<file path="src/rtl/cva6_ld_track_pkg.sv">
// Shared types for the HPDcache load tracker.
//  ld_size_e       : access size (byte/half/word/dword)
//  ld_entry_t      : one outstanding-load record
//  ld_align_extend : shift a returned 64-bit word down to the accessed bytes,
//                    truncate to the access size and sign- or zero-extend
package cva6_ld_track_pkg;

    localparam int unsigned LD_TRANS_ID_W = 3;

    typedef enum logic [1:0] {
        LD_B = 2'd0,
        LD_H = 2'd1,
        LD_W = 2'd2,
        LD_D = 2'd3
    } ld_size_e;

    typedef struct packed {
        logic                     valid;
        logic                     killed;
        logic [LD_TRANS_ID_W-1:0] trans_id;
        logic [2:0]               offset;
        ld_size_e                 size;
        logic                     sign;
    } ld_entry_t;

    function automatic logic [63:0] ld_align_extend(
        input logic [63:0] data,
        input logic [2:0]  offset,
        input ld_size_e    size,
        input logic        sign
    );
        logic [63:0] sh;
        logic [63:0] res;
        sh = data >> {offset, 3'b000};
        case (size)
            LD_B:    res = {{56{sign & sh[7]}},  sh[7:0]};
            LD_H:    res = {{48{sign & sh[15]}}, sh[15:0]};
            LD_W:    res = {{32{sign & sh[31]}}, sh[31:0]};
            default: res = sh;
        endcase
        return res;
    endfunction

endpackage

</file>
<file path="src/rtl/cva6_ld_data_align.sv">
// Combinational alignment / extension of a returned 64-bit load word.
//  data_i   : raw word from the cache
//  offset_i : byte offset of the access inside the word
//  size_i   : 0=B 1=H 2=W 3=D
//  sign_i   : 1 = sign-extend, 0 = zero-extend
//  data_o   : aligned, extended result
module cva6_ld_data_align
    import cva6_ld_track_pkg::*;
(
    input  logic [63:0] data_i,
    input  logic [2:0]  offset_i,
    input  logic [1:0]  size_i,
    input  logic        sign_i,
    output logic [63:0] data_o
);

    assign data_o = ld_align_extend(data_i, offset_i, ld_size_e'(size_i), sign_i);

endmodule

</file>
<file path="src/rtl/cva6_hpdcache_load_tracker.sv">
// Load tracker between the load unit and the HPDcache load port.
// Allocates a cache tid per load (tid = entry index), remembers the scoreboard
// trans_id and the alignment info, and turns cache responses into aligned,
// extended writeback results one cycle later. Killed/flushed loads keep their
// entry until the cache answers, then vanish without a result.
//  clk_i / rst_ni          : clock, async active-low reset
//  flush_i                 : kill all outstanding loads, block new requests
//  ld_req_* / ld_*_i       : load-unit request (valid/ready, trans_id, offset, size, sign)
//  dc_req_valid_o/ready_i  : request to the cache, dc_req_tid_o = allocated tid
//  kill_valid_i/kill_tid_i : kill one outstanding load
//  dc_rsp_*                : cache response (tid, raw 64-bit data)
//  res_*                   : writeback result pulse (trans_id, data)
//  busy_o                  : any entry allocated
//  rsp_err_o               : sticky, a response hit an unallocated tid
module cva6_hpdcache_load_tracker
    import cva6_ld_track_pkg::*;
#(
    parameter int unsigned NR_ENTRIES = 8,
    parameter int unsigned TID_W      = 3,
    parameter int unsigned TRANS_ID_W = 3,
    parameter int unsigned XLEN       = 64
) (
    input  logic                  clk_i,
    input  logic                  rst_ni,
    input  logic                  flush_i,
    input  logic                  ld_req_valid_i,
    output logic                  ld_req_ready_o,
    input  logic [TRANS_ID_W-1:0] ld_trans_id_i,
    input  logic [2:0]            ld_offset_i,
    input  logic [1:0]            ld_size_i,
    input  logic                  ld_sign_i,
    output logic                  dc_req_valid_o,
    input  logic                  dc_req_ready_i,
    output logic [TID_W-1:0]      dc_req_tid_o,
    input  logic                  kill_valid_i,
    input  logic [TID_W-1:0]      kill_tid_i,
    input  logic                  dc_rsp_valid_i,
    input  logic [TID_W-1:0]      dc_rsp_tid_i,
    input  logic [XLEN-1:0]       dc_rsp_data_i,
    output logic                  res_valid_o,
    output logic [TRANS_ID_W-1:0] res_trans_id_o,
    output logic [XLEN-1:0]       res_data_o,
    output logic                  busy_o,
    output logic                  rsp_err_o
);

    if ((2 ** TID_W) < NR_ENTRIES) begin : g_tid_chk
        $error("TID_W too narrow for NR_ENTRIES");
    end
    if (XLEN != 64) begin : g_xlen_chk
        $error("only XLEN=64 is supported");
    end
    if (TRANS_ID_W != LD_TRANS_ID_W) begin : g_tr_chk
        $error("TRANS_ID_W must match the package entry layout");
    end

    ld_entry_t ent_q [NR_ENTRIES];
    ld_entry_t ent_d [NR_ENTRIES];

    logic [NR_ENTRIES-1:0] vld_vec;
    logic [NR_ENTRIES-1:0] kill_hit;
    logic [NR_ENTRIES-1:0] rsp_sel;
    logic                  full;
    logic [TID_W-1:0]      alloc_idx;
    logic                  req_hs;
    ld_entry_t             rsp_ent;
    logic                  rsp_hit;
    logic                  rsp_deliver;
    logic [63:0]           rsp_aligned;
    logic                  res_valid_q;
    logic [TRANS_ID_W-1:0] res_trans_id_q;
    logic [XLEN-1:0]       res_data_q;
    logic                  rsp_err_q;

    // Per-entry decode of kill/response tids against the pre-update state.
    always_comb begin
        vld_vec  = '0;
        kill_hit = '0;
        rsp_sel  = '0;
        rsp_ent  = '0;
        for (int i = 0; i < NR_ENTRIES; i++) begin
            vld_vec[i]  = ent_q[i].valid;
            kill_hit[i] = kill_valid_i & (kill_tid_i == TID_W'(i)) & ent_q[i].valid;
            rsp_sel[i]  = (dc_rsp_tid_i == TID_W'(i));
            if (rsp_sel[i]) rsp_ent = ent_q[i];
        end
    end

    // Lowest-index free entry; entries freed this cycle still look busy here.
    always_comb begin
        alloc_idx = '0;
        for (int i = NR_ENTRIES - 1; i >= 0; i--) begin
            if (!ent_q[i].valid) alloc_idx = TID_W'(i);
        end
    end

    assign full           = &vld_vec;
    assign dc_req_valid_o = ld_req_valid_i & ~full & ~flush_i;
    assign ld_req_ready_o = dc_req_ready_i & ~full & ~flush_i;
    assign dc_req_tid_o   = alloc_idx;
    assign req_hs         = ld_req_valid_i & dc_req_ready_i & ~full & ~flush_i;

    // A kill or flush arriving with the response wins: no result.
    assign rsp_hit     = dc_rsp_valid_i & |(rsp_sel & vld_vec);
    assign rsp_deliver = rsp_hit & ~rsp_ent.killed & ~flush_i
                       & ~(kill_valid_i & (kill_tid_i == dc_rsp_tid_i));

    always_comb begin
        for (int i = 0; i < NR_ENTRIES; i++) begin
            ent_d[i] = ent_q[i];
            if (ent_q[i].valid & (flush_i | kill_hit[i])) ent_d[i].killed = 1'b1;
            if (dc_rsp_valid_i & rsp_sel[i] & ent_q[i].valid) begin
                ent_d[i].valid  = 1'b0;
                ent_d[i].killed = 1'b0;
            end
            // Never collides with the free above: alloc only targets free entries.
            if (req_hs && (alloc_idx == TID_W'(i))) begin
                ent_d[i].valid    = 1'b1;
                ent_d[i].killed   = 1'b0;
                ent_d[i].trans_id = ld_trans_id_i;
                ent_d[i].offset   = ld_offset_i;
                ent_d[i].size     = ld_size_e'(ld_size_i);
                ent_d[i].sign     = ld_sign_i;
            end
        end
    end

    always_ff @(posedge clk_i or negedge rst_ni) begin
        if (!rst_ni) begin
            for (int i = 0; i < NR_ENTRIES; i++) ent_q[i] <= '0;
        end else begin
            for (int i = 0; i < NR_ENTRIES; i++) ent_q[i] <= ent_d[i];
        end
    end

    cva6_ld_data_align u_align (
        .data_i   (dc_rsp_data_i),
        .offset_i (rsp_ent.offset),
        .size_i   (rsp_ent.size),
        .sign_i   (rsp_ent.sign),
        .data_o   (rsp_aligned)
    );

    always_ff @(posedge clk_i or negedge rst_ni) begin
        if (!rst_ni) begin
            res_valid_q    <= 1'b0;
            res_trans_id_q <= '0;
            res_data_q     <= '0;
            rsp_err_q      <= 1'b0;
        end else begin
            res_valid_q <= rsp_deliver;
            if (rsp_deliver) begin
                res_trans_id_q <= rsp_ent.trans_id;
                res_data_q     <= rsp_aligned;
            end
            if (dc_rsp_valid_i & ~rsp_hit) rsp_err_q <= 1'b1;
        end
    end

    assign res_valid_o    = res_valid_q;
    assign res_trans_id_o = res_trans_id_q;
    assign res_data_o     = res_data_q;
    assign busy_o         = |vld_vec;
    assign rsp_err_o      = rsp_err_q;

endmodule

</file>
<file path="config.mk">
export PLATFORM = sky130hd
export DESIGN_NAME = cva6_hpdcache_load_tracker
export DESIGN_NICKNAME = d
export VERILOG_FILES = /design/src/rtl/cva6_ld_track_pkg.sv /design/src/rtl/cva6_ld_data_align.sv /design/src/rtl/cva6_hpdcache_load_tracker.sv
export SDC_FILE = /design/constraint.sdc
export NUM_CORES = 1
export LEC_CHECK = 0
export ABC_AREA = 1
export BUFFER_PORTS_ARGS = -buffer_cell sky130_fd_sc_hd__buf_2
export CAP_MARGIN = 20
export CORE_ASPECT_RATIO = 1.4
export CORE_MARGIN = 2
export CORE_UTILIZATION = 35
export DETAILED_ROUTE_END_ITERATION = 7
export PLACE_DENSITY = 0.57
export SETUP_SLACK_MARGIN = 0.4
export SLEW_MARGIN = 20
export SYNTH_ARGS = -nofsm -noshare
export SYNTH_HDL_FRONTEND = slang
export SYNTH_SLANG_ARGS = --single-unit
</file>
<file path="constraint.sdc">
create_clock -name clk_i -period 2.41 [get_ports clk_i]
set_clock_uncertainty 0.05 [all_clocks]
set_input_delay 0.1205 -clock clk_i [delete_from_list [all_inputs] [get_ports clk_i]]
set_output_delay 0.1205 -clock clk_i [all_outputs]
set_load 0.005 [all_outputs]
</file>
# Word-level counts from Yosys, hierarchy flattened
# Cells that the tools add are included.
# classes
addsub	0
mul	0
div_mod_pow	0
n_lt_le_gt_ge	0
n_eq_ne	24
shifts	1
n_mux	41
bitwise	70
reduce_logical	31
# op_table
op	count
case mux 64 bit (3 select lines)	1
two-way mux 11 bit	8
two-way mux 10 bit	8
>> shifter 64 x 6 -> 64 bit	1
bitwise AND 1 bit	56
equality test 3 bit (second input constant)	12
two-way mux 3 bit	8
nonzero test 3 bit	8
equality test 3 x 2 -> 1 bit (second input constant)	6
two-way mux 2 bit	8
nonzero test 2 bit	8
OR reduction 8 bit	2
equality test 3 x 1 -> 1 bit (second input constant)	3
logical NOT 3 bit	3
bitwise AND 8 bit	1
logical AND 1 bit	8
two-way mux 1 bit	8
OR 1 bit	8
AND reduction 8 bit	1
NOT 1 bit	5
equality test 3 bit	1
equality test 2 x 1 -> 1 bit (second input constant)	1
equality test 2 bit (second input constant)	1
logical NOT 2 bit	1
# totals
register_bits	157
latchBits	0
ram_bits	0
mem_bits_ro	0
input_bits	86
mem_count	0

# Logic depth before layout (Yosys ltp)
# depth
depth_word	13
depth_mapped	18
depth_no_buf	15

# Modules after synthesis
# Synthesis repeated with hierarchy kept, for this count alone.
# unflattened
cells_unflattened	1345
area_unflattened_um2	9390.3
# modules_own_cells
module	n_inst	cells_per_inst	area_each_um2	seq_area_each_um2
cva6_hpdcache_load_tracker	1	852	7041.8	3928.8
cva6_ld_data_align	1	493	2348.5	0.0

# Least setup slack after synthesis
# OpenSTA, ideal clock, no wires.
# synth_path
path_type	input-to-reg
start	input dc_rsp_tid_i[1]
end	register res_data_q[3], in the netlist res_data_o[3]
arrival_ps	1786
required_ps	2236
slack_ps	450
path_stages	14
path_cell_list	buf_4 -> nor2_4 -> nand2_2 -> inv_2 -> nand2_1 -> nand4_4 -> nand2_4 -> buf_6 -> buf_4 -> buf_4 -> o211ai_1 -> o21ai_0 -> o211ai_1 -> nand2_1
# synth_between
elab_chain_len	13
word_cells_on_any_way	28
classes_between	eq/ne: 8; shift: 1; mux: 9; bitwise: 8; reduce/logical: 2
# synth_rtl
item	line_no	rtl
from (decl)	cva6_hpdcache_load_tracker.sv:38	input logic [TID_W-1:0] dc_rsp_tid_i,
parallel branches: the longest is 13 deep, another holds >> shifter 64 x 6 -> 64 bit	-	
to (signal assigned)	cva6_hpdcache_load_tracker.sv:154	res_data_q <= rsp_aligned;
to (decl)	cva6_hpdcache_load_tracker.sv:72	logic [XLEN-1:0] res_data_q;
# Several ways; the timed one is not identified.
# A chain may end at the register's enable or synchronous reset.

# Final worst setup path
# layout_path
start	register ent_q[80] (netlist name)
end	register res_data_q[43], in the netlist res_data_o[43]
# layout_between
elab_chain_len	11
word_cells_on_any_way	13
classes_between	shift: 1; mux: 9; bitwise: 3
# layout_rtl
item	line_no	rtl
two-way mux 10 bit * (8 in a row)	cva6_hpdcache_load_tracker.sv:85	if (rsp_sel[i]) rsp_ent = ent_q[i];
>> shifter 64 x 6 -> 64 bit *	cva6_ld_track_pkg.sv:34	sh = data >> {offset, 3'b000};
bitwise AND 1 bit, on equally long branches	cva6_ld_track_pkg.sv:38, cva6_ld_track_pkg.sv:36, cva6_ld_track_pkg.sv:37	
case mux 64 bit (3 select lines) *	cva6_ld_track_pkg.sv:35	case (size)
# Every way passes the cells marked *; elsewhere a longest branch is shown, timed or not.

==> metrics <==
result of the run=complete, no violations; Top Ports=161; hold_sp=ld_trans_id_i[2]; Max Clk Rate=444.3 MHz; RR Startpoint=ent_q[80]; Gate Count Post-Synth=1273; Mean Syn Cell Area=7.051 um2; CP Depth=15; Final Hold Fails=0; crit path buf inv count=3; final instance area=12790 um2; final worst-path cycle share=93.38%; initial antenna violation count=0; fin crit period=2.251 ns; drt via density=5.261; Clock Pin Slew Worst Setup and Hold Paths=0.07 ns; leakage power=6.266 nW; Multi-input gate area=5087 um2; Initial Util=35.48%; cts bufs inserted=17; largest net degree at the start of global routing=67; Worst-Margin Slew=0.7786 ns; Die Width=139.3 um; global-route wire length before repair=50.41 mm; gr usage total=23.89%; syn_nets=1359; Finish-stage setup viols=0; clock sink count=157; top cell type's share of synthesized area=43.77%; end of the critical path=res_data_o[43]; post-DP HPWL=23.45 mm; endpoint type of the worst setup path=flip-flop; RSZ-0062 raised after global routing=yes; post-synthesis cell type count=41; crit path from=ent_q[80]; n_diodes=0; die height=193.5 um; Row Count=69; Bufs on Longest Clock Path=2; post-synthesis simple-gate area fraction=33.47%; worst-path fanout max=6; placed cells=1762; CTS tree=yes; final WL=33.57 mm; Nets=1611; WL/cell=18.08 um; DRT iter0 DRCs=838; routed via count=9770; vias in the first global route=9186; power density cells=1052 nW/um2; top post-synthesis cells by area=dfrtp_1, nand2_1, o21ai_0, nor2_1, nand3_1; Startpoint Class=flip-flop; worst stage delay on the critical path=0.39 ns; critical-path cell list=nand3_1 > nand3_1 > nor2_2 > nand4_4 > nand2_4 > buf_6 > nand2_4 > nand3_2 > nand3_4 > nand3_4 > nand3_4 > buf_12 > buf_16 > nor2_1 > nor2_1; hold crit path type=input port to flip-flop; Critical Path RT=2.69 ns; Slew headroom=47.62%; Seq/Total Area, Yosys=43.77%; DP Area=10600 um2; layout cells sized above 1=34.20%; post-synthesis compound-gate area fraction=14.55%; fillers=2436; synth warn=0; CP Data Arrival Time=2.53 ns; Final Non-Filler Cells=1857; Critical Path Most Common Cell=nand3_4; clk_lat worst skew=0.44 ns; Cell Area, Synth=8976 um2; Core Region=25300 um2; WS Path Type=flip-flop to flip-flop; Worst VDD drop=0.5999 mV; Synth Area in Adders=0%; Largest delay share family, worst path=simple AND/OR/NAND/NOR gates; slowest cell on the critical path=dfrtp_1; Root Driver=clkbuf_16; reg2reg path depth=15; post-synthesis xor/xnor area fraction=0.09757%; max_cap viols=0; TritonRoute pass-1 iters=5; fin. max-slew vios=0; area delta synth->final=42.50%; Placer Congestion=0.9103; total global routing overflow=0; largest family of logic cells by synthesized area=simple AND/OR/NAND/NOR gates; mux cell area share after synthesis=0%; I/O Buffers=160; R2R Setup Slk=0.16 ns; Worst R2R End=res_data_o[43]; area leader, netlist=dfrtp_1; DIE AREA=26960 um2; DRC=0; ANT nets after route=0; flops & latches, synth=157; CTS H-tree depth=4; Reg area=3931 um2
power by group:
part           switching, mW  total (mW)  internal, mW
sequential             0.662        4.35          3.68
combinational           3.53        6.29          2.76
clock                   1.30        2.81          1.51
total                   5.49        13.4          7.96
worst reg2reg max path, stage by stage, from the launching register on:
cell	delay [ns]
dfrtp_1	0.39
nand3_1	0.09
nand3_1	0.09
nor2_2	0.19
nand4_4	0.11
nand2_4	0.13
buf_6	0.15
nand2_4	0.06
nand3_2	0.10
nand3_4	0.10
nand3_4	0.11
nand3_4	0.13
buf_12	0.17
buf_16	0.14
nor2_1	0.08
nor2_1	0.04
registers in the layout, summed over array words and instances (netlist names):
signal / flops
ent_q: 88
res_data_o: 64
res_trans_id_o: 3
res_valid_o: 1
rsp_err_o: 1
through the flow:
step | power (mW) | setup TNS, ns | setup slack [ns] | hold slack (ns) | utilization, %
floorplan | 6.981 | 0 | 0.4503 | -0.2251 | -
global placement | 9.043 | -0.6223 | -0.1301 | 0.1359 | 41.92
detailed placement | 9.112 | -0.6527 | -0.1415 | 0.1388 | 41.92
CTS | 12.48 | 0 | 0.2233 | 0.004166 | 46.36
global route | 14.31 | 0 | 0.02715 | 0.03973 | 50.57
finish | 13.45 | 0 | 0.1595 | 0.008902 | 50.57
what timing repair did:
item                                   in CTS  in global routing
setup buffers                              16                 33
setup endpoints to repair                  73                154
gates resized for setup                    71                198
endpoints found under the hold margin      67                  0
hold buffers                                4                  0
pin swaps                                  21                 76
cloned                                      5                  5
cells by family after synthesis:
logic type / after synthesis
compound gates: 236
xor+xnor: 1
flops: 157
buf+inv: 165
simple gates: 714
layout make-up:
type                            count  share of cell area, %
Multi-Input combinational cell    952                  39.77
Sequential cell                   157                  30.73
Timing Repair Buffer              303                  18.66
Clock inverter                     14                  1.350
Inverter                           94                  2.925
Clock buffer                       18                  3.433
Tap cell                          319                  3.120
cells in the mapped netlist:
library cell / instances
inv_4: 2
nor4_1: 3
nor2_1: 171
a21o_1: 1
nand2_1: 402
a22o_1: 1
o2111ai_1: 1
nor3_1: 7
nand4_4: 1
nor3_4: 3
or2_1: 1
nand3_1: 90
buf_4: 5
nand3b_1: 1
a21oi_4: 1
o211ai_1: 25
dfrtp_1: 157
clkbuf_1: 26
o22ai_1: 1
o21ai_0: 148
nand4_1: 14
nand2_4: 3
and2_1: 1
nand2_2: 3
a31oi_1: 2
o221ai_1: 3
nand3_2: 6
a21oi_1: 46
or2_2: 2
nor2_4: 1
buf_1: 2
xor2_1: 1
nor3b_1: 3
buf_6: 6
a21oi_2: 1
a41oi_1: 1
inv_2: 10
nor2_2: 2
a221oi_1: 5
buf_2: 32
inv_1: 82
per-layer routing:
metal  share of wire, %  GRT usage (%)  wire [um]
met3                5.7          3.391       1910
met4                5.1          11.07       1716
met1                 38          28.34      12590
met2                 52          42.45      17350
met5                  0              0          0
how the worst min path moves through the flow:
| stage | to | cells after the start |
|---|---|---|
| 2_1_floorplan | ent_q[0] | 0 |
| 3_5_place_dp | res_data_o[28] | 1 |
| 4_1_cts | ent_q[79] | 3 |
| 3_3_place_gp | res_data_o[28] | 1 |
| 5_1_grt | ent_q[63] | 3 |
| 6_report | ent_q[85] | 3 |
cell usage in the layout, fill, tap and decap left out, types with 11 or more instances in the layout:
cell,n
a21oi_1,28
a21oi_2,18
buf_12,17
buf_2,159
buf_4,89
buf_6,20
clkbuf_16,21
dfrtp_1,155
inv_1,76
inv_2,11
nand2_1,360
nand2_2,38
nand3_1,47
nand3_2,39
nand4_1,14
nor2_1,144
nor2_2,19
nor2_4,11
o211ai_1,25
o21ai_0,116
o21ai_1,18
o21ai_2,13
No activity file was read; power rests on OpenSTA's default activity.
